File: src/rtl/float_compare_pipe.sv
// Two-stage pipelined sign-magnitude float comparator (GT/LT/EQ/GE) with valid/ready
// handshake, running max of operand A and a saturating true-result counter.
// Optional build macro FLOAT_CMP_ZERO_EQ_EN makes +0 and -0 compare equal.
module float_compare_pipe #(
  parameter int unsigned EXP_W  = 4,
  parameter int unsigned FRAC_W = 8,
  parameter int unsigned CNT_W  = 16,
  localparam int unsigned W     = 1 + EXP_W + FRAC_W
) (
  input  logic             clk,
  input  logic             rst,
  input  logic             in_valid,
  output logic             in_ready,
  input  logic [1:0]       op,
  input  logic [W-1:0]     a,
  input  logic [W-1:0]     b,
  output logic             out_valid,
  input  logic             out_ready,
  output logic             res,
  output logic [W-1:0]     out_a,
  input  logic             max_clr,
  output logic             max_valid,
  output logic [W-1:0]     max_val,
  output logic [CNT_W-1:0] true_cnt
);

  localparam int unsigned MagW = EXP_W + FRAC_W;

  // Returns {greater, equal} for A vs B from pre-decoded sign/magnitude facts.
  function automatic logic [1:0] order(input logic sa, input logic sb, input logic mgt,
                                       input logic meq, input logic both_zero);
    logic greater;
    logic equal;
    greater = 1'b0;
    equal   = 1'b0;
    if (sa != sb) begin
      greater = !sa;
    end else begin
      greater = sa ? (!mgt && !meq) : mgt;
      equal   = meq;
    end
    if (both_zero) begin
      greater = 1'b0;
      equal   = 1'b1;
    end
    return {greater, equal};
  endfunction

  logic             rdy_q;
  logic             s1_valid_q;
  logic             s1_sa_q, s1_sb_q;
  logic [1:0]       s1_op_q;
  logic [W-1:0]     s1_a_q;
  logic             s1_mgt_q, s1_meq_q;
  logic             out_valid_q, res_q;
  logic [W-1:0]     out_a_q;
  logic             max_valid_q;
  logic [W-1:0]     max_val_q;
  logic [CNT_W-1:0] true_cnt_q;

  logic adv;
  logic accept;
  logic s1_bz;
  logic s1_res;
  logic max_bz;
  logic max_upd;

  assign adv    = !out_valid_q || out_ready;
  assign accept = in_valid && in_ready;

  assign in_ready  = rdy_q && adv;
  assign out_valid = out_valid_q;
  assign res       = res_q;
  assign out_a     = out_a_q;
  assign max_valid = max_valid_q;
  assign max_val   = max_val_q;
  assign true_cnt  = true_cnt_q;

`ifdef FLOAT_CMP_ZERO_EQ_EN
  logic s1_za_q, s1_zb_q;
  assign s1_bz  = s1_za_q && s1_zb_q;
  assign max_bz = (s1_a_q[MagW-1:0] == '0) && (max_val_q[MagW-1:0] == '0);
`else
  assign s1_bz  = 1'b0;
  assign max_bz = 1'b0;
`endif

  always_comb begin
    logic [1:0] ge;
    ge     = order(s1_sa_q, s1_sb_q, s1_mgt_q, s1_meq_q, s1_bz);
    s1_res = 1'b0;
    unique case (s1_op_q)
      2'b00:   s1_res = ge[1];
      2'b01:   s1_res = !ge[1] && !ge[0];
      2'b10:   s1_res = ge[0];
      default: s1_res = ge[1] || ge[0];
    endcase
  end

  // Equal values never rewrite the stored max, so only strict "greater" updates it.
  always_comb begin
    logic [1:0] mo;
    mo      = order(s1_a_q[W-1], max_val_q[W-1],
                    s1_a_q[MagW-1:0] > max_val_q[MagW-1:0],
                    s1_a_q[MagW-1:0] == max_val_q[MagW-1:0], max_bz);
    max_upd = !max_valid_q || mo[1];
  end

  always_ff @(posedge clk) begin
    if (rst) begin
      rdy_q       <= 1'b0;
      s1_valid_q  <= 1'b0;
      s1_sa_q     <= 1'b0;
      s1_sb_q     <= 1'b0;
      s1_op_q     <= 2'b00;
      s1_a_q      <= '0;
      s1_mgt_q    <= 1'b0;
      s1_meq_q    <= 1'b0;
`ifdef FLOAT_CMP_ZERO_EQ_EN
      s1_za_q     <= 1'b0;
      s1_zb_q     <= 1'b0;
`endif
      out_valid_q <= 1'b0;
      res_q       <= 1'b0;
      out_a_q     <= '0;
      max_valid_q <= 1'b0;
      max_val_q   <= '0;
      true_cnt_q  <= '0;
    end else begin
      rdy_q <= 1'b1;
      if (adv) begin
        s1_valid_q <= accept;
        if (accept) begin
          s1_sa_q  <= a[W-1];
          s1_sb_q  <= b[W-1];
          s1_op_q  <= op;
          s1_a_q   <= a;
          s1_mgt_q <= a[MagW-1:0] > b[MagW-1:0];
          s1_meq_q <= a[MagW-1:0] == b[MagW-1:0];
`ifdef FLOAT_CMP_ZERO_EQ_EN
          s1_za_q  <= a[MagW-1:0] == '0;
          s1_zb_q  <= b[MagW-1:0] == '0;
`endif
        end
        out_valid_q <= s1_valid_q;
        res_q       <= s1_res;
        out_a_q     <= s1_a_q;
      end
      if (max_clr) begin
        max_valid_q <= 1'b0;
        max_val_q   <= '0;
        true_cnt_q  <= '0;
      end else begin
        if (adv && s1_valid_q && max_upd) begin
          max_valid_q <= 1'b1;
          max_val_q   <= s1_a_q;
        end
        if (out_valid_q && out_ready && res_q && !(&true_cnt_q)) begin
          true_cnt_q <= true_cnt_q + CNT_W'(1);
        end
      end
    end
  end

endmodule

File: config.mk
export PLATFORM = sky130hd
export DESIGN_NAME = float_compare_pipe
export DESIGN_NICKNAME = d
export VERILOG_FILES = /design/src/rtl/float_compare_pipe.sv
export SDC_FILE = /design/constraint.sdc
export NUM_CORES = 1
export LEC_CHECK = 0
export CAP_MARGIN = 20
export CORE_MARGIN = 5
export CORE_UTILIZATION = 54
export DETAILED_ROUTE_END_ITERATION = 8
export GPL_ROUTABILITY_DRIVEN = 0
export PLACE_DENSITY = 0.86
export REMOVE_ABC_BUFFERS = 1
export SYNTH_ARGS = -nofsm -noshare
export SYNTH_HDL_FRONTEND = slang
export SYNTH_SLANG_ARGS = --single-unit
File: constraint.sdc
create_clock -name clk -period 4.9 [get_ports clk]
set_input_delay 0.735 -clock clk [delete_from_list [all_inputs] [get_ports clk]]
set_output_delay 0.735 -clock clk [all_outputs]
set_load 0.005 [all_outputs]
==> flow_summary.yaml <==
yosys:
  ys_seq_elements: 65
  synth_cells: 400
  ys_types: 47
  synth_top_family_by_area: "compound AO/OA/AOI/OAI gates"
  synth_simple_gate_area_frac: 0.1983
  synth_area_mm2: 0.003331
  synth_xor_area_frac: 0.03681
  syn_area_per_cell_um2: 8.327
  ys_seq_area_frac: 0.3907
  ys_warn_count: 0
  synthAdderAreaFrac: 0.09391
  synth_compound_area_frac: 0.2070
  synthMuxAreaShare: 0.006011
clock_tree:
  numCtsBuffers: 9
  cts_root_buf: "clkbuf_8"
  clock_latency_ns: 0.34
  post-cts-setup-buffer-count: 0
  post_cts_resized: 0
  tritoncts: "built"
  cts.htree.levels: 3
  cts_buffer_depth: 2
  cts.sink_count: 65
  cts-hold-fix-buffers: 0
  clk_pin_slew_ns: 0.07
worst_setup_path:
  cp.required_ns: 4.16
  crit_chain: "clkdlybuf4s50_1, nand2b_1, and2_1, clkdlybuf4s50_1"
  cpPeakStageDelay_ns: 0.54
  cp_common_cell: "clkdlybuf4s50_1"
  worstSetupEndpointType: "output port"
  critPathArrivalTime_ns: 2.55
  critPathSlowestCell: "nand2b_1"
  crit_type: "input port to output port"
  path_max_fanout: 18
  start_kind: "input port"
  path_delay_family: "buffers and inverters"
  cp.buffers_inverters: 2
sta:
  timing.fmax_ghz: 0.3046
  setup_tns_ns: 0
  slew_headroom: 0.3020
  rsz0062_at_grt: "no"
  post-route-min-period_ns: 3.283
  drv_slew: 0
  skew_ns: 0.006678
  setup_slack_ns: 1.617
  setup-violations-final: 0
  min_period_over_period: 0.6700
  max_slew.worst_pin.slew_ns: 1.045
  hold_viol: 0
power:
  p_per_area_mw_per_mm2: 264.2
  total_leakage_power_uw: 0.001577
  peakVddDrop_uv: 176.9
job:
  max_cap_violations: 0
die:
  ioPinCount: 79
  row_count: 28
  initial_core_util: 0.5592
  die_y_um: 88.54
  dieArea_mm2: 0.007838
  fp.dieW_um: 88.54
  coreArea_mm2: 0.005956
placement:
  dp_hpwl_mm: 6.242
  dp_worst_setup_slack_ns: 1.651
  io_buffers: 78
  dp.cells: 534
global_routing:
  antenna_found_initial: 0
  grt_max_degree: 37
  gr-total-overflow: 0
  grt_first_pass_wirelength_mm: 13.82
  grt_usage: 0.2234
  grt_pass1_vias: 3059
routing:
  via_per_inst: 5.670
  wire_per_inst_um: 15.12
  vias: 3113
  firstDrtPassIters: 4
  drtIter0Drc: 152
  drc: 0
  drtAntennaViolNets: 0
  wl_mm: 8.300
worst_hold_path:
  min_path_type: "register to register"
layout:
  antennaDiodeCount: 0
  nNetsFinal: 528
  drive_gt1_frac: 0.06329
  stdcell_count: 549
  area_growth_pct: 28.70
status:
  outcome: "complete, no violations"
state kept, by name (all words and copies together), names as in the netlist:
| name | flops |
|---|---|
| true_cnt | 16 |
| out_valid | 1 |
| s1_sa_q | 1 |
| s1_a_q | 12 |
| rdy_q | 1 |
| s1_sb_q | 1 |
| out_a | 13 |
| max_val | 13 |
| s1_meq_q | 1 |
| res | 1 |
| s1_op_q | 2 |
| s1_valid_q | 1 |
| s1_mgt_q | 1 |
| max_valid | 1 |
cells in the mapped netlist (all sizes together):
| cell | n | area (um^2) |
|---|---|---|
| a21boi | 1 | 11.26 |
| nand3 | 7 | 35.03 |
| and3 | 3 | 18.77 |
| nand2 | 69 | 259.0 |
| xor2 | 10 | 87.58 |
| mux2i | 2 | 20.02 |
| o31a | 3 | 27.53 |
| inv | 29 | 108.9 |
| and4 | 2 | 17.52 |
| o211ai | 13 | 117.6 |
| nand2b | 2 | 12.51 |
| nor4 | 2 | 27.53 |
| dfxtp | 65 | 1301 |
| nand4 | 13 | 87.58 |
| ha | 25 | 312.8 |
| a21o | 3 | 22.52 |
| buf | 10 | 73.81 |
| a211oi | 2 | 20.02 |
| o41ai | 2 | 25.03 |
| o31ai | 12 | 90.09 |
| a22oi | 1 | 7.510 |
| o211a | 1 | 10.01 |
| nor4b | 1 | 15.01 |
| o21a | 5 | 37.54 |
| nor3 | 5 | 25.02 |
| nor2 | 28 | 105.1 |
| nor2b | 4 | 25.02 |
| o21bai | 1 | 7.510 |
| o2111a | 1 | 11.26 |
| o21ai | 5 | 25.02 |
| xnor2 | 4 | 35.03 |
| clkbuf | 11 | 41.29 |
| nor3b | 1 | 7.510 |
| or2 | 1 | 6.260 |
| o221a | 1 | 11.26 |
| and2 | 3 | 18.77 |
| o311a | 1 | 10.01 |
| a21oi | 51 | 255.2 |
worst paths after layout:
path	startpoint	to	slack [ns]	cells past startpoint
hold / removal	out_a[7]$_SDFFE_PP0N_	out_a[7]$_SDFFE_PP0N_	0.46	2
setup reg to reg	max_val[7]$_SDFFE_PP0P_	max_val[11]$_SDFFE_PP0P_	2.41	9
setup / recovery	out_ready	in_ready	1.62	4
hold reg to reg	out_a[7]$_SDFFE_PP0N_	out_a[7]$_SDFFE_PP0N_	0.46	2
worst min-delay path, cell delays in order, from the launching register on:
cell,delay [ns]
dfxtp_1,0.31
nand2_1,0.05
a21oi_1,0.05
placed cells by master (no fill, tap or decap), drive strengths merged, types with 2 or more instances in the layout:
| cell | Yosys | final |
|---|---|---|
| o211ai | 13 | 13 |
| a21o | 3 | 3 |
| nand3 | 7 | 7 |
| clkbuf | 11 | 13 |
| and2 | 3 | 3 |
| o31ai | 12 | 12 |
| nand2 | 69 | 69 |
| nor3 | 5 | 5 |
| nor4 | 2 | 2 |
| nor2 | 28 | 28 |
| nor2b | 4 | 4 |
| buf | 10 | 2 |
| ha | 25 | 25 |
| nand4 | 13 | 13 |
| and3 | 3 | 3 |
| and4 | 2 | 2 |
| o31a | 3 | 3 |
| clkdlybuf4s50 | 0 | 78 |
| a211oi | 2 | 2 |
| o21a | 5 | 5 |
| o21ai | 5 | 5 |
| mux2i | 2 | 2 |
| nand2b | 2 | 2 |
| xnor2 | 4 | 4 |
| o41ai | 2 | 2 |
| a21oi | 51 | 51 |
| xor2 | 10 | 10 |
| dfxtp | 65 | 65 |
| inv | 29 | 29 |
through the flow:
stage	utilization	area (um^2)	power, uW	hold WS (ns)
floorplan	-	3216	651.7	0.4422
global placement	0.6880	4098	716.5	0.4412
detailed placement	0.6893	4105	726.0	0.4480
CTS	0.7197	4287	1139	0.4573
global route	0.7197	4287	1174	0.4736
finish	0.7197	4287	1132	0.4556
cells by family after synthesis:
group	Yosys count
adder cells (fa/ha/maj)	25
AO/OA/AOI/OAI	103
buffers and inverters	50
multiplexers	2
flip-flops	65
XOR/XNOR	14
AND/OR/NAND/NOR	141
report_power, final:
group | internal (uW) | switching (uW)
Sequential | 541 | 15.0
Combinational | 72.4 | 87.5
Clock | 222 | 194
layer usage:
layer  track usage  up-vias  share of wire  wire [um]
met5             0        -              0          0
met4        0.1181        0          0.031        258
met3       0.02980       22          0.057        474
met2        0.3902      109           0.51       4210
met1        0.2655     1453           0.40       3357
li1              -     1529              -          -
layout make-up:
cell class | instances | area (um^2)
sequential | 65 | 1301
tap | 75 | 93.84
inverter | 29 | 108.9
clock buffer | 13 | 168.9
multi-input combinational | 285 | 1805
clock inverter | 2 | 12.51
timing repair buffer | 80 | 795.8
fill | 474 | 1669
Power figures use the tool's default switching activity.
